`config.mk`:
```
export PLATFORM = sky130hd
export DESIGN_NAME = nn_layer_chain_seq
export DESIGN_NICKNAME = d
export VERILOG_FILES = /design/src/rtl/nn_seq_pkg.sv /design/src/rtl/nn_mac_unit.sv /design/src/rtl/nn_layer_chain_seq.sv
export SDC_FILE = /design/constraint.sdc
export NUM_CORES = 2
export LEC_CHECK = 0
export ABC_AREA = 0
export BUFFER_PORTS_ARGS = -buffer_cell sky130_fd_sc_hd__buf_2
export CORE_MARGIN = 4
export CORE_UTILIZATION = 28
export CTS_BUF_LIST = sky130_fd_sc_hd__clkbuf_4
export CTS_CLUSTER_DIAMETER = 60
export DETAILED_ROUTE_END_ITERATION = 10
export PLACE_DENSITY = 0.54
export RECOVER_POWER = 100
export SLEW_MARGIN = 0
export SYNTH_ARGS = -nofsm -noshare
export SYNTH_HDL_FRONTEND = slang
export SYNTH_HIERARCHICAL = 1
export SYNTH_SLANG_ARGS = --single-unit
```
`constraint.sdc`:
```
create_clock -name clk -period 25.9 [get_ports clk]
set_input_delay 5.18 -clock clk [delete_from_list [all_inputs] [get_ports clk]]
set_output_delay 5.18 -clock clk [all_outputs]
set_load 0.01 [all_outputs]
```
`src/rtl/nn_seq_pkg.sv`:
```
// Shared types, width derivations and fixed-point helpers for the
// sequential N-layer fully-connected engine.
package nn_seq_pkg;

    localparam int unsigned MAX_LAYERS = 8;
    localparam int unsigned SIZES_W    = (MAX_LAYERS + 1) * 8;
    localparam int unsigned SAT_W      = 64;

    typedef enum logic [2:0] {
        S_IDLE,
        S_LOAD_IN,
        S_BIAS,
        S_MAC,
        S_WRITE,
        S_DRAIN
    } state_t;

    // Accumulator wide enough for MAX_WIDTH full-width products plus a bias.
    function automatic int unsigned acc_width(input int unsigned data_w,
                                              input int unsigned max_width);
        return 2 * data_w + $clog2(max_width) + 1;
    endfunction

    // Counter width able to hold the value max_width itself.
    function automatic int unsigned cnt_width(input int unsigned max_width);
        return $clog2(max_width + 1);
    endfunction

    // Buffer index width.
    function automatic int unsigned idx_width(input int unsigned max_width);
        return (max_width > 1) ? $clog2(max_width) : 1;
    endfunction

    // Field i of the packed layer-size vector (field 0 = input size).
    function automatic logic [7:0] layer_size(input logic [SIZES_W-1:0] sizes,
                                              input int unsigned i);
        return 8'(sizes >> (i * 8));
    endfunction

    // Clip a wide signed value to the signed range of dw bits.
    function automatic logic signed [SAT_W-1:0] saturate(input  logic signed [SAT_W-1:0] v,
                                                         input  int unsigned dw,
                                                         output logic clipped);
        logic signed [SAT_W-1:0] hi;
        logic signed [SAT_W-1:0] lo;
        logic signed [SAT_W-1:0] r;
        hi = (64'sd1 <<< (dw - 1)) - 64'sd1;
        lo = -hi - 64'sd1;
        clipped = 1'b0;
        r = v;
        if (v > hi) begin
            r = hi;
            clipped = 1'b1;
        end else if (v < lo) begin
            r = lo;
            clipped = 1'b1;
        end
        return r;
    endfunction

    // Rectified linear: negative values become zero when enabled.
    function automatic logic signed [SAT_W-1:0] relu(input logic signed [SAT_W-1:0] v,
                                                     input logic en);
        return (en && v[SAT_W-1]) ? '0 : v;
    endfunction

endpackage

```
`src/rtl/nn_mac_unit.sv`:
```
// Single time-shared multiply-accumulate unit with bias load, floor
// rescale, saturation and optional ReLU on the result path.
module nn_mac_unit
    import nn_seq_pkg::*;
#(
    parameter int unsigned DATA_W = 16,
    parameter int unsigned FRAC_W = 8,
    parameter int unsigned ACC_W  = 40
) (
    input  logic              clk,
    input  logic              rst,
    input  logic              load_bias,
    input  logic              accumulate,
    input  logic [DATA_W-1:0] x,
    input  logic [DATA_W-1:0] w,
    input  logic              relu_en,
    output logic [DATA_W-1:0] result,
    output logic              sat
);

    logic signed [ACC_W-1:0]    acc;
    logic signed [2*DATA_W-1:0] prod;
    logic signed [ACC_W-1:0]    bias_ext;
    logic signed [ACC_W-1:0]    shifted;
    logic signed [SAT_W-1:0]    wide;
    logic signed [SAT_W-1:0]    clipped_v;
    logic signed [SAT_W-1:0]    act;
    logic                       clip;

    // Full-width product, bias aligned to the product's binary point.
    always_comb begin
        prod     = $signed(x) * $signed(w);
        bias_ext = ACC_W'($signed(w)) <<< FRAC_W;
    end

    // Accumulator register: bias load starts a neuron, each weight adds a product.
    always_ff @(posedge clk) begin
        if (rst) begin
            acc <= '0;
        end else if (load_bias) begin
            acc <= bias_ext;
        end else if (accumulate) begin
            acc <= acc + ACC_W'(prod);
        end
    end

    // Floor rescale, saturate to DATA_W, then optional ReLU.
    always_comb begin
        clip      = 1'b0;
        shifted   = acc >>> FRAC_W;
        wide      = SAT_W'(shifted);
        clipped_v = saturate(wide, DATA_W, clip);
        act       = relu(clipped_v, relu_en);
        result    = DATA_W'(act);
        sat       = clip;
    end

endmodule

```
`src/rtl/nn_layer_chain_seq.sv`:
```
// Sequential N-layer fully-connected engine: one MAC evaluates every
// neuron in turn, activations ping-pong between two register buffers,
// parameters arrive as a bias-then-weights ready/valid stream.
module nn_layer_chain_seq
    import nn_seq_pkg::*;
#(
    parameter int unsigned                    DATA_W      = 16,
    parameter int unsigned                    FRAC_W      = 8,
    parameter int unsigned                    NUM_LAYERS  = 3,
    parameter int unsigned                    MAX_WIDTH   = 128,
    parameter logic [(NUM_LAYERS+1)*8-1:0]    LAYER_SIZES = {8'd10, 8'd64, 8'd128, 8'd128},
    parameter logic [NUM_LAYERS-1:0]          RELU_MASK   = 3'b011
) (
    input  logic              clk,
    input  logic              rst,
    input  logic              in_valid,
    output logic              in_ready,
    input  logic [DATA_W-1:0] in_data,
    input  logic              param_valid,
    output logic              param_ready,
    input  logic [DATA_W-1:0] param_data,
    output logic              out_valid,
    input  logic              out_ready,
    output logic [DATA_W-1:0] out_data,
    output logic              out_last,
    output logic              busy,
    output logic              done,
    output logic              sat_flag
);

    localparam int unsigned ACC_W = acc_width(DATA_W, MAX_WIDTH);
    localparam int unsigned CNT_W = cnt_width(MAX_WIDTH);
    localparam int unsigned IDX_W = idx_width(MAX_WIDTH);
    localparam logic [SIZES_W-1:0] SIZES_EXT = SIZES_W'(LAYER_SIZES);
    localparam logic [7:0]         RELU_EXT  = 8'(RELU_MASK);

    state_t            state;
    state_t            state_n;
    logic [CNT_W-1:0]  k;
    logic [CNT_W-1:0]  neuron;
    logic [3:0]        layer;
    logic              src_sel;

    logic [DATA_W-1:0] buf_a [MAX_WIDTH];
    logic [DATA_W-1:0] buf_b [MAX_WIDTH];

    logic [7:0]        size0;
    logic [7:0]        size_in;
    logic [7:0]        size_out;
    logic [7:0]        size_final;
    logic              last_in;
    logic              last_k;
    logic              last_neuron;
    logic              last_layer;
    logic              last_out;
    logic              in_hs;
    logic              param_hs;
    logic              out_hs;
    logic              relu_en;
    logic [IDX_W-1:0]  k_idx;
    logic [IDX_W-1:0]  n_idx;
    logic [DATA_W-1:0] x_sel;
    logic [DATA_W-1:0] result_buf;
    logic [DATA_W-1:0] mac_result;
    logic              mac_sat;

    // Layer geometry and loop-termination flags for the current position.
    always_comb begin
        size0       = layer_size(SIZES_EXT, 0);
        size_in     = layer_size(SIZES_EXT, 32'(layer) - 32'd1);
        size_out    = layer_size(SIZES_EXT, 32'(layer));
        size_final  = layer_size(SIZES_EXT, NUM_LAYERS);
        last_in     = (k == CNT_W'(size0 - 8'd1));
        last_k      = (k == CNT_W'(size_in - 8'd1));
        last_neuron = (neuron == CNT_W'(size_out - 8'd1));
        last_layer  = (layer == 4'(NUM_LAYERS));
        last_out    = (k == CNT_W'(size_final - 8'd1));
        relu_en     = RELU_EXT[3'(layer - 4'd1)];
        in_hs       = in_valid && in_ready;
        param_hs    = param_valid && param_ready;
        out_hs      = out_valid && out_ready;
        k_idx       = IDX_W'(k);
        n_idx       = IDX_W'(neuron);
        // src_sel=0: layer reads A and writes B; the last written buffer feeds the drain.
        x_sel       = src_sel ? buf_b[k_idx] : buf_a[k_idx];
        result_buf  = src_sel ? buf_a[k_idx] : buf_b[k_idx];
    end

    // State register.
    always_ff @(posedge clk) begin
        if (rst) begin
            state <= S_IDLE;
        end else begin
            state <= state_n;
        end
    end

    // Next-state logic.
    always_comb begin
        state_n = state;
        unique case (state)
            S_IDLE:    if (in_hs) state_n = (size0 == 8'd1) ? S_BIAS : S_LOAD_IN;
            S_LOAD_IN: if (in_hs && last_in) state_n = S_BIAS;
            S_BIAS:    if (param_hs) state_n = S_MAC;
            S_MAC:     if (param_hs && last_k) state_n = S_WRITE;
            S_WRITE:   state_n = (last_neuron && last_layer) ? S_DRAIN : S_BIAS;
            S_DRAIN:   if (out_hs && last_out) state_n = S_IDLE;
            default:   state_n = S_IDLE;
        endcase
    end

    // Handshake and stream outputs decoded from the current state.
    always_comb begin
        in_ready    = 1'b0;
        param_ready = 1'b0;
        out_valid   = 1'b0;
        out_last    = 1'b0;
        out_data    = '0;
        busy        = 1'b1;
        done        = 1'b0;
        unique case (state)
            S_IDLE: begin
                in_ready = !rst;
                busy     = 1'b0;
            end
            S_LOAD_IN:     in_ready    = !rst;
            S_BIAS, S_MAC: param_ready = 1'b1;
            S_DRAIN: begin
                out_valid = 1'b1;
                out_data  = result_buf;
                out_last  = last_out;
                done      = out_ready && last_out;
            end
            default: ;
        endcase
    end

    // Counters, layer/neuron sequencing, buffer select and sticky saturation.
    always_ff @(posedge clk) begin
        if (rst) begin
            k        <= '0;
            neuron   <= '0;
            layer    <= '0;
            src_sel  <= 1'b0;
            sat_flag <= 1'b0;
        end else begin
            unique case (state)
                S_IDLE: if (in_hs) begin
                    sat_flag <= 1'b0;
                    layer    <= 4'd1;
                    neuron   <= '0;
                    src_sel  <= 1'b0;
                    k        <= (size0 == 8'd1) ? '0 : CNT_W'(1);
                end
                S_LOAD_IN: if (in_hs) k <= last_in ? '0 : k + 1'b1;
                S_MAC:     if (param_hs) k <= last_k ? '0 : k + 1'b1;
                S_WRITE: begin
                    if (mac_sat) sat_flag <= 1'b1;
                    if (!last_neuron) begin
                        neuron <= neuron + 1'b1;
                    end else if (!last_layer) begin
                        src_sel <= ~src_sel;
                        layer   <= layer + 4'd1;
                        neuron  <= '0;
                    end
                end
                S_DRAIN: if (out_hs) k <= last_out ? '0 : k + 1'b1;
                default: ;
            endcase
        end
    end

    // Activation buffers: inputs land in A, each layer writes the non-source buffer.
    always_ff @(posedge clk) begin
        if (in_hs) begin
            buf_a[k_idx] <= in_data;
        end else if (state == S_WRITE && src_sel) begin
            buf_a[n_idx] <= mac_result;
        end
        if (state == S_WRITE && !src_sel) begin
            buf_b[n_idx] <= mac_result;
        end
    end

    nn_mac_unit #(
        .DATA_W (DATA_W),
        .FRAC_W (FRAC_W),
        .ACC_W  (ACC_W)
    ) u_mac (
        .clk        (clk),
        .rst        (rst),
        .load_bias  (state == S_BIAS && param_hs),
        .accumulate (state == S_MAC && param_hs),
        .x          (x_sel),
        .w          (param_data),
        .relu_en    (relu_en),
        .result     (mac_result),
        .sat        (mac_sat)
    );

endmodule
```
# Yosys cells after proc, flatten, opt, wreduce, memory -nomap -nowiden

Memories as Yosys holds them, arrays and structs flattened. A register that Yosys moved wholly into a read port is not among the register bits.
Cells that the tools add are included.

Add/sub/neg operators: 8
$mul: 1
Div/mod/pow operators: 0
Magnitude comparators: 3
Equal/unequal tests: 22
Shift-type cells: 2
Mux-type cells: 60
Bitwise gates (word level): 1
Reduce and logical (&&, ||, !) cells: 28

Operator list:

| kind                                                                            | number |
|---|---|
| 64-bit 2-to-1 mux                                                               | 2 |
| 16-bit 2-to-1 mux                                                               | 5 |
| 40-bit 2-to-1 mux                                                               | 2 |
| 8-bit 2-to-1 mux                                                                | 10 |
| 40-bit by 32-bit adder with 40-bit output                                       | 1 |
| 7-bit 2-to-1 mux                                                                | 5 |
| 32-bit by 16-bit > comparator with 1-bit output (second input constant)         | 1 |
| 32-bit by 16-bit less-than comparator with 1-bit output (second input constant) | 1 |
| 16-bit by 16-bit multiplier with 32-bit output                                  | 1 |
| 8-bit one-hot mux with 4 select lines                                           | 1 |
| 28-bit by 32-bit right shift with 8-bit output (first input constant)           | 1 |
| 28-bit by 7-bit right shift with 8-bit output (first input constant)            | 1 |
| 2-bit != test (second input constant)                                           | 11 |
| 1-bit 2-to-1 mux                                                                | 21 |
| 3-bit 2-to-1 mux                                                                | 6 |
| 3-bit one-hot mux with 6 select lines                                           | 1 |
| 8-bit by 1-bit adder with 8-bit output (second input constant)                  | 2 |
| 8-bit == test                                                                   | 2 |
| 8-bit one-hot mux with 2 select lines                                           | 1 |
| 16-bit OR reduction                                                             | 1 |
| 8-bit by 1-bit subtractor with 8-bit output (second input constant)             | 2 |
| 1-bit logical AND                                                               | 13 |
| 4-bit 2-to-1 mux                                                                | 3 |
| 5-bit AND reduction                                                             | 2 |
| 21 further kinds                                                                | 29 |

Register bits after elaboration: 65
Latch bits: 0
Memory bits (writable): 4096
Bits in read-only memories: 8
Input bits: 37
Output and inout bits: 23
Word-level logic and storage cells: 136
Memories kept: 3

Memories:

| name            | words | width | read ports | clocked after Yosys merged registers in | write ports | RTL line                 | RTL |
|---|---|---|---|---|---|---|---|
| buf_a           | 128   | 16    | 1          | 1                                       | 1           | nn_layer_chain_seq.sv:44 | `logic [DATA_W-1:0] buf_a [MAX_WIDTH];` |
| buf_b           | 128   | 16    | 1          | 1                                       | 1           | nn_layer_chain_seq.sv:45 | `logic [DATA_W-1:0] buf_b [MAX_WIDTH];` |
| (no name shown) | 8     | 1     | 1          | 0                                       | 0           | nn_layer_chain_seq.sv:78 | `relu_en = RELU_EXT[3'(layer - 4'd1)];` |

# Depth between registers and ports, before layout

Word-level depth: 9
Depth in mapped cells: 34
Depth with buffers taken out: 29

# Modules after synthesis

The synthesis kept the hierarchy.

Modules (own cells, without submodules):

| module             | times used | cells an instance | area an instance (um^2) | seq. area each (um^2) |
|---|---|---|---|---|
| nn_layer_chain_seq | 1          | 7406              | 159506.7                | 123638.6 |
| nn_mac_unit        | 1          | 1567              | 14162.3                 | 800.8 |

# Worst setup path before layout

OpenSTA, ideal clock, no wires.

Path type: input-to-reg
Start: input port param_data[1]
End: register u_mac.acc[39]
Setup time: 128 ps
Data arrival time: 11125 ps
Required time: 25772 ps
Path slack: 14646 ps
Stages: 24
Buffers on the path: 2
Cells stage by stage: clkbuf_1 -> nand2_1 -> inv_1 -> fa_1 -> fa_1 -> inv_1 -> fa_1 -> fa_1 -> inv_1 -> fa_1 -> inv_1 -> fa_1 -> inv_1 -> ha_1 -> clkbuf_1 -> a21o_1 -> a21o_1 -> a21oi_1 -> o21ai_1 -> nor4b_4 -> o21ai_2 -> a2111oi_4 -> o211a_1 -> nor3_2

Cells in the longest elaborated chain, start to end: 4

Ends and longest elaborated chain:

| what                                           | RTL line                 | RTL |
|---|---|---|
| start: declaration                             | nn_layer_chain_seq.sv:21 | `input logic [DATA_W-1:0] param_data,` |
| 16-bit by 16-bit multiplier with 32-bit output | nn_mac_unit.sv:32        | `prod = $signed(x) * $signed(w);` |
| 40-bit by 32-bit adder with 40-bit output      | nn_mac_unit.sv:43        | `acc <= acc + ACC_W'(prod);` |
| 40-bit 2-to-1 mux                              | nn_mac_unit.sv:42        | `end else if (accumulate) begin` |
| 40-bit 2-to-1 mux                              | nn_mac_unit.sv:40        | `end else if (load_bias) begin` |
| end signal: assignment                         | nn_mac_unit.sv:41        | `acc <= bias_ext;` |
| end signal: assignment                         | nn_mac_unit.sv:43        |  |
| end: declaration                               | nn_mac_unit.sv:21        | `logic signed [ACC_W-1:0] acc;` |

Every way passes these cells. The select of a mux whose other input is x is not followed.
A chain may end at the register's enable or synchronous reset.

==> out/qor.csv <==
metric;value;unit
status;finished, violations left;
hold_path_class;register to register;
path_common_cell;clkbuf_1;
grt_setup_unrepaired;no;
ff2ff_path_depth;30;
hp-start;u_mac/acc[0];
tritoncts;done;
synthesis.nets;9463;
vias;92600;
crit_fanout;56;
root_buffer;clkbuf_4;
reg2reg_to;u_mac/acc[39];
synth_area;174000;sq um
layout-drive-gt1-share;0.259;
ys_seq_area_frac;0.717;
cts_resized;0;
min_to;u_mac/acc[0];
crit_slowest_cell;clkbuf_1;
criticalPathCategory;register to output pin;
finalClockSkew;0.160;ns
slew-limit-headroom;-2.35;
place_hpwl;294000;um
cp.required;20.72;ns
worstSetupEndpointType;output pin;
synth_edf_count;4096;
reg2reg_slack;7.67;ns
clk_path_buf_depth;5;
critPathLaunchType;register;
area_growth;13.1;%
drt_iter0_drc;9789;
die_w;796;um
cts_buffers;1109;
htree_levels;7;
synth-seq-cells;4168;
wl_per_cell;25.5;um
hold_depth;2;
overflow;0;
worstSkewPairLatency;1.74;ns
setup_viol;0;
fin_crit;18.34;ns
worst_pin_slew;5.02;ns
wirelength;484000;um
cts.reportedPaths.clkPinSlew;0.06;ns
synth_area_per_cell;19.4;sq um
ctsHoldBuffers;0;
drcViolationCount;0;
gp_congestion;0.823;
synthArstFlopShare;0;
maxSlewViolCount;4739;
hold_violations;0;
fmax;54.5;MHz
violations;antenna rules, capacitance limit, slew limit;
netlist_instances;8973;
ys_types;80;
finalSetupTns;0;ns
synthFlopType;edfxtp_1;
antenna_found_initial;37;
worstPathArrival;13.16;ns
vias_per_cell;4.87;
io_pins;60;
rows;289;
grt_pass1_wl;695000;um
finalCritPeriodShare;0.708;
fp.dieH;796;um
grt_max_degree;110;
start_util;0.281;
whs;0.513;ns
core;619000;sq um
clkSinkCount;4168;
ant_nets;1;
grt_pass1_vias;96800;
final_nets;10600;
port_buffers;59;
maxCapViolCount;101;
grtUsageTotal;0.152;
yosysWarnings;6;
cts_setup_buffers;0;
max_stage_delay;2.38;ns
die_area;633000;sq um
dr.pass1.iters;6;
crit_chain;buf_12, buf_4, clkbuf_1, buf_4, clkbuf_1, mux4_2, o22ai_1, nor2_1, o211ai_1, nand4_1, a22o_1, clkbuf_1;
[cell usage after synthesis, drive strengths merged (8+ instances only)]
cell type / n / area, sq um
nand3: 30 / 150
o211ai: 129 / 968
xnor2: 28 / 245
dfxtp: 72 / 1440
xor2: 21 / 184
nand2: 403 / 1510
a31oi: 8 / 50.1
a211oi: 107 / 803
edfxtp: 4096 / 123000
nand2b: 8 / 50.1
fa: 330 / 6610
ha: 123 / 1540
o22ai: 126 / 788
and3: 13 / 81.3
a21o: 29 / 219
mux4: 1024 / 23100
o21a: 21 / 158
and2: 121 / 757
mux2: 17 / 191
inv: 416 / 1560
clkbuf: 221 / 830
o31ai: 17 / 128
nor2b: 16 / 100
o21ai: 67 / 343
nor3: 31 / 160
nand4: 45 / 282
buf: 255 / 1550
nor2: 705 / 2650
a21oi: 107 / 539
a22o: 17 / 149
mux2i: 279 / 2790
[placed cells by master (no fill, tap or decap), types with 117 or more instances in the layout]
cell	n
nand2_1	401
clkbuf_1	328
edfxtp_1	4096
clkinv_1	159
fa_1	330
and2_1	117
o22ai_1	126
o211ai_1	129
mux4_2	1024
nor2_1	701
ha_1	123
mux2i_1	279
clkbuf_4	1516
inv_1	416
[how the worst max path moves through the flow]
| stage | from | end | depth (start not counted) |
|---|---|---|---|
| final | register | out_data[0] | 12 |
| after global routing | register | u_mac/acc[39] | 30 |
| after CTS | register | out_data[0] | 12 |
| after detailed placement | register | u_mac/acc[39] | 30 |
| after global placement | register | u_mac/acc[39] | 30 |
| after floorplan | param_data[1] | u_mac/acc[39] | 24 |
[routing by layer]
metal,track usage,vias up,part of all wire
met5,0,-,0.00018
met4,0.0522,14,0.023
met3,0.0429,729,0.089
met2,0.237,4069,0.47
met1,0.203,49300,0.42
li1,-,38500,-
[layout make-up]
type	count	area (sq um)
diodes	38	95.1
clock buffers	1516	11400
clock inverters	198	980
fillers	60100	422000
inverters	418	1570
multi-input cells	3911	45300
flip-flops and latches	4168	124000
well taps	8293	10400
repair buffers	460	2250
[per-stage QoR]
stage | worst slack [ns] | area (sq um) | utilization | instances
floorplan | 14.65 | 174000 | - | 8973
global placement | 12.00 | 185000 | 0.300 | 17300
detailed placement | 12.03 | 185000 | 0.300 | 17300
CTS | 10.66 | 198000 | 0.320 | 19000
global route | 5.79 | 196000 | 0.317 | 19000
finish | 7.56 | 196000 | 0.318 | 19000
[flip-flops by register name, indices dropped and copies added (netlist names), named ones only]
name       flops
neuron         8
u_mac/acc     40
buf_a       2048
src_sel        1
buf_b       2048
k              8
sat_flag       1
layer          4
state          3
[critical path, delay by kind of cell (launching register included)]
family / cells / cell delay, ns
AO/OA/AOI/OAI: 3 / 1.79
buffers and inverters: 6 / 6.79
flip-flops: 1 / 0.87
multiplexers: 1 / 0.78
AND/OR/NAND/NOR: 2 / 1.03
[cell families after synthesis]
kind of cell / after synthesis / synth area share
flip-flops: 4168 / 0.717
AND/OR/NAND/NOR: 1410 / 0.0348
multiplexers: 1320 / 0.150
buffers and inverters: 894 / 0.0227
AO/OA/AOI/OAI: 679 / 0.0266
adder cells (fa/ha/maj): 453 / 0.0469
XOR/XNOR: 49 / 0.00247
Power is left out: the tool's default activity adds up to more than one toggle a clock period on the data nets, which glitch-free logic cannot reach.
